**src/rtl/seg7_pkg.sv**
```systemverilog
// Shared types, constants and the hex-to-segment decoder for the 7-segment scanner.
package seg7_pkg;

   localparam int unsigned SEG_W = 7;
   localparam int unsigned AN_W  = 8;

   // Active-low "everything dark" values for the segment and anode buses.
   localparam logic [SEG_W-1:0] SEG_OFF = 7'h7F;
   localparam logic [AN_W-1:0]  AN_OFF  = 8'hFF;

   typedef enum logic [1:0] {
      IDLE  = 2'd0,
      BLANK = 2'd1,
      DRIVE = 2'd2
   } state_e;

   // Hex nibble to active-low segment pattern, bit order {g,f,e,d,c,b,a}.
   function automatic logic [SEG_W-1:0] hex2seg(input logic [3:0] nib);
      logic [SEG_W-1:0] seg;
      case (nib)
         4'h0:    seg = 7'h40;
         4'h1:    seg = 7'h79;
         4'h2:    seg = 7'h24;
         4'h3:    seg = 7'h30;
         4'h4:    seg = 7'h19;
         4'h5:    seg = 7'h12;
         4'h6:    seg = 7'h02;
         4'h7:    seg = 7'h78;
         4'h8:    seg = 7'h00;
         4'h9:    seg = 7'h10;
         4'hA:    seg = 7'h08;
         4'hB:    seg = 7'h03;
         4'hC:    seg = 7'h46;
         4'hD:    seg = 7'h21;
         4'hE:    seg = 7'h06;
         default: seg = 7'h0E;
      endcase
      return seg;
   endfunction

endpackage

```
**src/rtl/seg7_scan_edge_sync.sv**
```systemverilog
// Two-flop synchronizer plus rising-edge detector for slow asynchronous inputs.
module edge_sync (
   input  logic clk_i,
   input  logic rst,
   input  logic sig_i,
   output logic rise_c_o
);

   logic sync1_q;
   logic sync2_q;
   logic hist_q;

   // Synchronizer chain and one history flop for edge detection.
   always_ff @(posedge clk_i) begin
      if (rst) begin
         sync1_q <= 1'b0;
         sync2_q <= 1'b0;
         hist_q  <= 1'b0;
      end else begin
         sync1_q <= sig_i;
         sync2_q <= sync1_q;
         hist_q  <= sync2_q;
      end
   end

   // One-cycle pulse on a synchronized low-to-high transition.
   assign rise_c_o = sync2_q & ~hist_q;

endmodule

```
**src/rtl/seg7_scan.sv**
```systemverilog
// Time-multiplexed driver for a common-anode 7-segment display with inter-digit
// blanking and a per-frame latch of the display word.
module seg7_scan
   import seg7_pkg::*;
#(
   parameter int unsigned NUM_DIGITS = 8,
   parameter int unsigned BLANK_CYC  = 16
) (
   input  logic        clk_i,
   input  logic        rst,
   input  logic        refresh_i,
   input  logic [31:0] data_i,
   input  logic [7:0]  dp_i,
   input  logic [7:0]  en_i,
   output logic [7:0]  an_o,
   output logic [6:0]  seg_o,
   output logic        dp_o,
   output logic        frame_o
);

   localparam int unsigned IDX_W  = 3;
   localparam int unsigned CNT_W  = 8;
   localparam int unsigned DATA_W = 32;
   localparam int unsigned DIG_W  = 8;

   localparam logic [IDX_W-1:0] IDX_LAST  = IDX_W'(NUM_DIGITS - 1);
   localparam logic [CNT_W-1:0] CNT_LAST  = CNT_W'(BLANK_CYC - 1);

   logic tick_c;

   state_e             state_q, state_d;
   logic [IDX_W-1:0]   idx_q, idx_d;
   logic [CNT_W-1:0]   cnt_q, cnt_d;
   logic [DATA_W-1:0]  lat_data_q, lat_data_d;
   logic [DIG_W-1:0]   lat_dp_q, lat_dp_d;
   logic [DIG_W-1:0]   lat_en_q, lat_en_d;
   logic [AN_W-1:0]    an_q, an_d;
   logic [SEG_W-1:0]   seg_q, seg_d;
   logic               dp_q, dp_d;
   logic               frame_q, frame_d;

   // Refresh square wave crosses into clk_i and becomes a one-cycle tick.
   edge_sync u_refresh_sync (
      .clk_i    (clk_i),
      .rst      (rst),
      .sig_i    (refresh_i),
      .rise_c_o (tick_c)
   );

   // Next-state, index/latch update and next-output decode.
   always_comb begin
      state_d    = state_q;
      idx_d      = idx_q;
      cnt_d      = cnt_q;
      lat_data_d = lat_data_q;
      lat_dp_d   = lat_dp_q;
      lat_en_d   = lat_en_q;
      frame_d    = 1'b0;
      an_d       = AN_OFF;
      seg_d      = SEG_OFF;
      dp_d       = 1'b1;

      // Every tick advances the digit; wrapping to digit 0 starts a new frame.
      if (tick_c) begin
         idx_d = (idx_q == IDX_LAST) ? '0 : idx_q + IDX_W'(1);
         if (idx_d == '0) begin
            lat_data_d = data_i;
            lat_dp_d   = dp_i;
            lat_en_d   = en_i;
            frame_d    = 1'b1;
         end
      end

      case (state_q)
         IDLE: begin
            if (tick_c) begin
               state_d = BLANK;
               cnt_d   = '0;
            end
         end
         BLANK: begin
            // A tick while blanking restarts the blank interval for the new digit.
            if (tick_c) begin
               cnt_d = '0;
            end else if (cnt_q == CNT_LAST) begin
               state_d = DRIVE;
            end else begin
               cnt_d = cnt_q + CNT_W'(1);
            end
         end
         DRIVE: begin
            if (tick_c) begin
               state_d = BLANK;
               cnt_d   = '0;
            end
         end
         default: begin
            state_d = IDLE;
            cnt_d   = '0;
         end
      endcase

      // DRIVE is only entered without a tick, so idx_q and the latches are stable here.
      if (state_d == DRIVE) begin
         if (lat_en_q[idx_q]) begin
            an_d[idx_q] = 1'b0;
         end
         seg_d = hex2seg(lat_data_q[{idx_q, 2'b00} +: 4]);
         dp_d  = ~lat_dp_q[idx_q];
      end
   end

   // State, latches and registered display outputs.
   always_ff @(posedge clk_i) begin
      if (rst) begin
         state_q    <= IDLE;
         idx_q      <= IDX_LAST;
         cnt_q      <= '0;
         lat_data_q <= '0;
         lat_dp_q   <= '0;
         lat_en_q   <= '0;
         an_q       <= AN_OFF;
         seg_q      <= SEG_OFF;
         dp_q       <= 1'b1;
         frame_q    <= 1'b0;
      end else begin
         state_q    <= state_d;
         idx_q      <= idx_d;
         cnt_q      <= cnt_d;
         lat_data_q <= lat_data_d;
         lat_dp_q   <= lat_dp_d;
         lat_en_q   <= lat_en_d;
         an_q       <= an_d;
         seg_q      <= seg_d;
         dp_q       <= dp_d;
         frame_q    <= frame_d;
      end
   end

   assign an_o    = an_q;
   assign seg_o   = seg_q;
   assign dp_o    = dp_q;
   assign frame_o = frame_q;

endmodule

```
**config.mk**
```make
export PLATFORM = sky130hd
export DESIGN_NAME = seg7_scan
export DESIGN_NICKNAME = d
export VERILOG_FILES = /design/src/rtl/seg7_pkg.sv /design/src/rtl/seg7_scan_edge_sync.sv /design/src/rtl/seg7_scan.sv
export SDC_FILE = /design/constraint.sdc
export NUM_CORES = 1
export LEC_CHECK = 0
export ABC_AREA = 0
export ABC_CLOCK_PERIOD_IN_PS = 4000
export CAP_MARGIN = 20
export CORE_ASPECT_RATIO = 1.2
export CORE_UTILIZATION = 55
export CTS_CLUSTER_DIAMETER = 30
export DETAILED_ROUTE_END_ITERATION = 8
export PLACE_DENSITY = 0.88
export SETUP_SLACK_MARGIN = 0.1
export SKIP_CTS_REPAIR_TIMING = 1
export SYNTH_ARGS = -nofsm -noshare
export SYNTH_HDL_FRONTEND = slang
export SYNTH_HIERARCHICAL = 1
export SYNTH_SLANG_ARGS = --single-unit
```
**constraint.sdc**
```tcl
create_clock -name clk_i -period 4 [get_ports clk_i]
set_input_delay 0.6 -clock clk_i [delete_from_list [all_inputs] [get_ports clk_i]]
set_output_delay 0.6 -clock clk_i [all_outputs]
set_load 0.1 [all_outputs]
```
==> flow_summary.json, run 1 <==
{
  "cp_max_fo": 29,
  "slew_headroom_pct": 35.0,
  "end_kind": "flip-flop",
  "vias": 3200,
  "outcome": "finished clean",
  "initial_core_util_pct": 57.2,
  "finalSetupTns_ps": 0,
  "layout_setup_ws_ps": 1040,
  "clkLatencyLatePin_ps": 350,
  "cts_buffer_depth": 2,
  "report.final.slew_viol_count": 0,
  "n_antenna_cell": 0,
  "num-nets-final": 533,
  "crit_path_start": "idx_q[1]$_SDFFE_PP1P_",
  "reg2reg_depth": 7,
  "cts-root-buf": "clkbuf_8",
  "drt-initial-drc-count": 273,
  "r2r_end": "lat_data_q[12]$_SDFFE_PP0P_",
  "pre_cts_slack_ps": 1120,
  "grt_pass1_wl_mm": 13.2,
  "worst_hold_path_type": "flip-flop to flip-flop",
  "period_share_pct": 74.0,
  "syn_to_final_growth_pct": 27.4,
  "dr.pass1.iters": 5,
  "synth_ff_type": "dfxtp_1",
  "crit_arrival_ps": 3230,
  "ys_ff_latch": 81,
  "syn_area_per_cell_um2": 8.39,
  "synth_cell_types": 47,
  "wire_per_inst_um": 14.8,
  "htreeDepth": 3,
  "final_common_cell": "nand2_1",
  "hold_path_end": "lat_data_q[15]$_SDFFE_PP0P_",
  "syn-num-nets": 475,
  "finalHoldViolations": 0,
  "worstMarginPinSlew_ps": 972,
  "drt.antenna.violating_nets": 0,
  "drc": 0,
  "route.top_layer_used": "met4",
  "dp_hpwl_mm": 5.38,
  "synth_cells": 415,
  "placed_cells": 542,
  "routabilityCongestion": 0.917,
  "finalNonFillerCells": 558,
  "fin_crit_ps": 2960,
  "synth_area_um2": 3480,
  "cts_tree": "done",
  "rsz0062_at_grt": "false",
  "drive_gt1_share_pct": 6.51,
  "rrSetupSlack_ps": 1040,
  "required_ps": 4270,
  "power.leakage_nw": 1.68,
  "r2r-start": "idx_q[1]$_SDFFE_PP1P_",
  "maxCapViolCount": 0,
  "vias_per_cell": 5.73,
  "clk_pin_slew_ps": 70,
  "dieWidth_um": 74.7,
  "core_um2": 6090,
  "dr_wl_met3_um": 418,
  "ios": 68,
  "row_count": 31,
  "fin_hold_ws_ps": 454,
  "die-area_um2": 6660,
  "numCtsBuffers": 9,
  "grt_use_total_pct": 25.9,
  "m1WireLength_mm": 3.43,
  "gr-total-overflow": 0,
  "grt_pass1_vias": 2916,
  "wl_mm": 8.24,
  "cp-start-kind": "flip-flop",
  "layout_common_cells": "nand2_1 (116), dfxtp_1 (81), clkdlybuf4s50_1 (66)",
  "synth-edff-count": 0,
  "whs_path_depth": 2,
  "yosysWarnings": 6,
  "p_per_area_nw_per_um2": 381,
  "hold_path_startpoint": "lat_data_q[15]$_SDFFE_PP0P_",
  "io_buffer_count": 67,
  "fmax_mhz": 338,
  "antenna_found_initial": 0,
  "grt_max_degree": 66,
  "path_class": "flip-flop to flip-flop",
  "setup_viol": 0,
  "skew_ps": 7.89,
  "seq_area_frac_synth_pct": 46.6,
  "ys_async_sr_fraction_pct": 0,
  "vdd_drop_max_uv": 234,
  "cts_sinks": 81,
  "die_h_um": 89.2,
  "dr_wl_met2_mm": 4.21
}
-- synthesized netlist by cell type, types with 2 or more instances --
master    instances  area (um^2)
o22a_1            2         17.5
clkbuf_1         13         48.8
o211ai_2          2         25.0
mux2_2            5         56.3
nand2b_1          5         31.3
and3_1            3         18.8
nor2_1           19         71.3
o22ai_1           5         31.3
a211oi_1          3         22.5
buf_6             2         22.5
dfxtp_1          81         1620
nand3b_1          4         30.0
buf_2             8         40.0
nor3_1            4         20.0
a221oi_1          2         17.5
mux2i_1          12          120
and4_1            2         17.5
nor2b_1           9         56.3
o21a_1            3         22.5
nand2_1         116          435
o21ai_0           8         40.0
o221ai_1          3         26.3
inv_1             5         18.8
a21oi_1          59          295
a31oi_1           2         12.5
ha_1              9          113
nand3_1           6         30.0
o21ai_1           2         10.0
or3_1             2         12.5
mux4_1            2         52.6
-- worst max path at each step --
stage,endpoint,slack [ps],cells past startpoint
6_report,lat_data_q[12]$_SDFFE_PP0P_,1040,7
5_1_grt,lat_data_q[30]$_SDFFE_PP0P_,890,7
4_1_cts,lat_data_q[20]$_SDFFE_PP0P_,1090,7
3_5_place_dp,lat_data_q[20]$_SDFFE_PP0P_,1120,7
3_3_place_gp,lat_data_q[27]$_SDFFE_PP0P_,1280,7
2_1_floorplan,seg_o[3]$_SDFF_PP1_,1840,9
-- logic make-up after synthesis --
kind of cell	Yosys count	share of synthesized area, %
multiplexers	20	7.22
flip-flops	81	46.6
AND/OR/NAND/NOR	178	22.5
buffers and inverters	29	3.84
AO/OA/AOI/OAI	98	16.7
adder cells (fa/ha/maj)	9	3.23
-- registers in the layout (all words and copies together) (netlist names), 2 cells and up --
register,count
seg_o,7
lat_en_q,8
an_o,8
state_q,2
cnt_q,8
lat_data_q,32
lat_dp_q,8
idx_q,3
-- stage by stage --
stage          area (um^2)  total power [mW]  utilization (%)
2_1_floorplan         3480             0.969                -
3_3_place_gp          4180              1.04             68.6
3_5_place_dp          4180              1.05             68.6
4_1_cts               4390              1.69             72.1
5_1_grt               4440              1.75             72.9
6_report              4440              1.69             72.9
-- area by class of cell --
cell class                      count  area (um^2)
Multi-Input combinational cell    305         1740
Fill cell                         456         1650
Sequential cell                    81         1620
Timing Repair Buffer               71          741
Clock buffer                       11          151
Tap cell                           82          103
Clock inverter                      3         65.1
Inverter                            5         18.8
-- routing by layer --
metal | track usage [%] | vias to the layer above
li1 | - | 1536
met1 | 32.1 | 1509
met2 | 43.8 | 133
met3 | 4.96 | 22
met4 | 11.3 | 0
met5 | 0 | -
-- power by group --
| part | internal, mW | switching, mW |
|---|---|---|
| Sequential | 0.827 | 0.0190 |
| Combinational | 0.0976 | 0.0974 |
| Clock | 0.378 | 0.274 |
-- worst max-delay path: stages, from the launching register on --
cell and delay [ps]:
dfxtp_1 910, ha_1 290, ha_1 230, nor2_1 270, o21a_1 710, buf_12 260, nand2_1 80, a21oi_1 140
No activity file was read; power rests on OpenSTA's default activity.
==> inputs of run 2 (changes only) <==
ABC_CLOCK_PERIOD_IN_PS = 2600   (was 4000)
CORE_UTILIZATION = 46   (was 55)
PLACE_DENSITY = 0.79   (was 0.88)
clock period = 2.6 ns   (was 4 ns; I/O delays follow)
==> run 2 against run 1 <==
First-iteration DRC count is 55% lower. Highest routed layer unchanged. Register-to-register slack worse by 700 ps. Via count is 4.7% lower. Combinational power is 53% higher. Final cell count is 2.7% higher. Worst hold slack worse by 32 ps. Non-clock buffer count is 6 higher. Clock power is 38% higher. Critical path depth is 2 higher. Total power is 47% higher. Routed wire length is 7.9% lower.
==> flow_summary.json, run 2 (same netlist as run 1, synthesis figures left out) <==
{
  "outcome": "finished clean",
  "grt_pass1_wl_mm": 12.6,
  "clkLatencyLatePin_ps": 340,
  "drc": 0,
  "cp-start-kind": "flip-flop",
  "largest_register_ffs": 32,
  "slowest_delay_ps": 520,
  "crit_arrival_ps": 2500,
  "maxCapViolCount": 0,
  "dieWidth_um": 81.4,
  "num-nets-final": 539,
  "grt-busiest-layer": "met2",
  "worst_hold_path_type": "input port to flip-flop",
  "fillers": 616,
  "fin_crit_ps": 2270,
  "use_met3_pct": 3.76,
  "cp_top_family": "compound AO/OA/AOI/OAI gates",
  "dp_hpwl_mm": 5.40,
  "slew_headroom_pct": 52.7,
  "grt_use_total_pct": 20.5,
  "grt_util_met2_pct": 33.7,
  "rsz0062_at_grt": "false",
  "n_antenna_cell": 0,
  "cp_max_fo": 7,
  "grt_pass1_vias": 2940,
  "power.leakage_nw": 1.68,
  "drt.antenna.violating_nets": 0,
  "crit_buf_inv": 2,
  "finalSetupTns_ps": 0,
  "clk_pin_slew_ps": 70,
  "period_share_pct": 87.1,
  "path_class": "flip-flop to flip-flop",
  "cts_sinks": 81,
  "wl_mm": 7.59,
  "layout_common_cells": "nand2_1 (116), dfxtp_1 (81), a21oi_1 (59)",
  "p_per_area_nw_per_um2": 567,
  "vdd_drop_max_uv": 330,
  "drt-initial-drc-count": 123,
  "cts_tree": "done",
  "vias": 3049,
  "numCtsBuffers": 9,
  "gr-total-overflow": 0,
  "setup_viol": 0,
  "wire_per_inst_um": 13.3,
  "largest_register": "lat_data_q",
  "initial_core_util_pct": 47.9,
  "ios": 68,
  "core_um2": 7270,
  "routabilityCongestion": 0.843,
  "worstMarginPinSlew_ps": 702,
  "die-area_um2": 7930,
  "htreeDepth": 3,
  "finalHoldViolations": 0,
  "grt_max_degree": 65,
  "crit_chain": "buf_4, mux2i_1, a22o_1, a221o_1, inv_1, ha_1, nor2b_1, a211oi_1, o21ai_1",
  "skew_ps": 5.61,
  "die_h_um": 97.3,
  "utilization_pct": 60.6,
  "dr.pass1.iters": 5,
  "drive_gt1_share_pct": 11.4,
  "slowest_stage": "dfxtp_1",
  "required_ps": 2830,
  "cts-root-buf": "clkbuf_8",
  "antenna_found_initial": 0,
  "report.final.slew_viol_count": 0,
  "finalNonFillerCells": 573,
  "vias_per_cell": 5.32,
  "final_common_cell": "nand2_1",
  "row_count": 34,
  "placed_cells": 557,
  "io_buffer_count": 67,
  "fmax_mhz": 441,
  "cts_buffer_depth": 2,
  "end_kind": "flip-flop",
  "syn_to_final_growth_pct": 26.5,
  "use_met1_pct": 25.2
}
## run 2: changes by cell type in the layout (fill, tap and decap cells not counted), sizes merged
| cell | before | now |
|---|---|---|
| buf | 5 | 28 |
| bufinv | 2 | 1 |
| clkbuf | 11 | 12 |
| clkdlybuf4s50 | 66 | 49 |
| clkinv | 1 | 2 |
## run 2: metal layers
metal  part of all wire (%)  wire [um]
met1                     45       3410
met2                     48       3680
met3                    5.5        417
met4                    1.1         83
met5                      0          0
## run 2: worst min-delay path, stage by stage
cell and delay (ps):
buf_2 90, a21oi_1 40, buf_4 170
## run 2: worst paths after layout
check                                         start                                 to  slack (ps)  cells past startpoint
setup / recovery              idx_q[1]$_SDFFE_PP1P_                seg_o[3]$_SDFF_PP1_         330                      9
hold / removal                                  rst              state_q[1]$_SDFF_PP0_         420                      3
setup reg to reg              idx_q[1]$_SDFFE_PP1P_                seg_o[3]$_SDFF_PP1_         330                      9
hold reg to reg   u_refresh_sync/sync1_q$_SDFF_PP0_  u_refresh_sync/sync2_q$_SDFF_PP0_         440                      1
## run 2: power by group
| part | internal, mW | total, mW | switching [mW] |
|---|---|---|---|
| registers | 1.27 | 1.29 | 0.0215 |
| logic | 0.150 | 0.299 | 0.149 |
| clock network | 0.488 | 0.903 | 0.415 |
| total | 1.91 | 2.50 | 0.586 |
## run 2: final cells by class
cell class / instances / area, um^2 / area share (%)
clock buffer: 12 / 155 / 3.52
clock inverter: 3 / 40.0 / 0.909
inverter: 5 / 18.8 / 0.426
multi-input combinational: 305 / 1740 / 39.5
sequential: 81 / 1620 / 36.8
tap: 90 / 113 / 2.56
timing repair buffer: 77 / 718 / 16.3
## run 2: metrics by stage
stage	power, mW	hold WS, ps	instance area [um^2]	setup WS, ps
after floorplan	1.49	414	3480	439
after global placement	1.61	421	4180	326
after detailed placement	1.61	430	4180	275
after CTS	2.51	414	4380	270
after global routing	2.61	417	4410	152
final	2.50	422	4410	335
==> inputs of run 3 (changes only) <==
TNS_END_PERCENT = 50   (was not set)
==> results of run 3 <==
The final DEF is identical to that of run 2; final timing and power are the same.
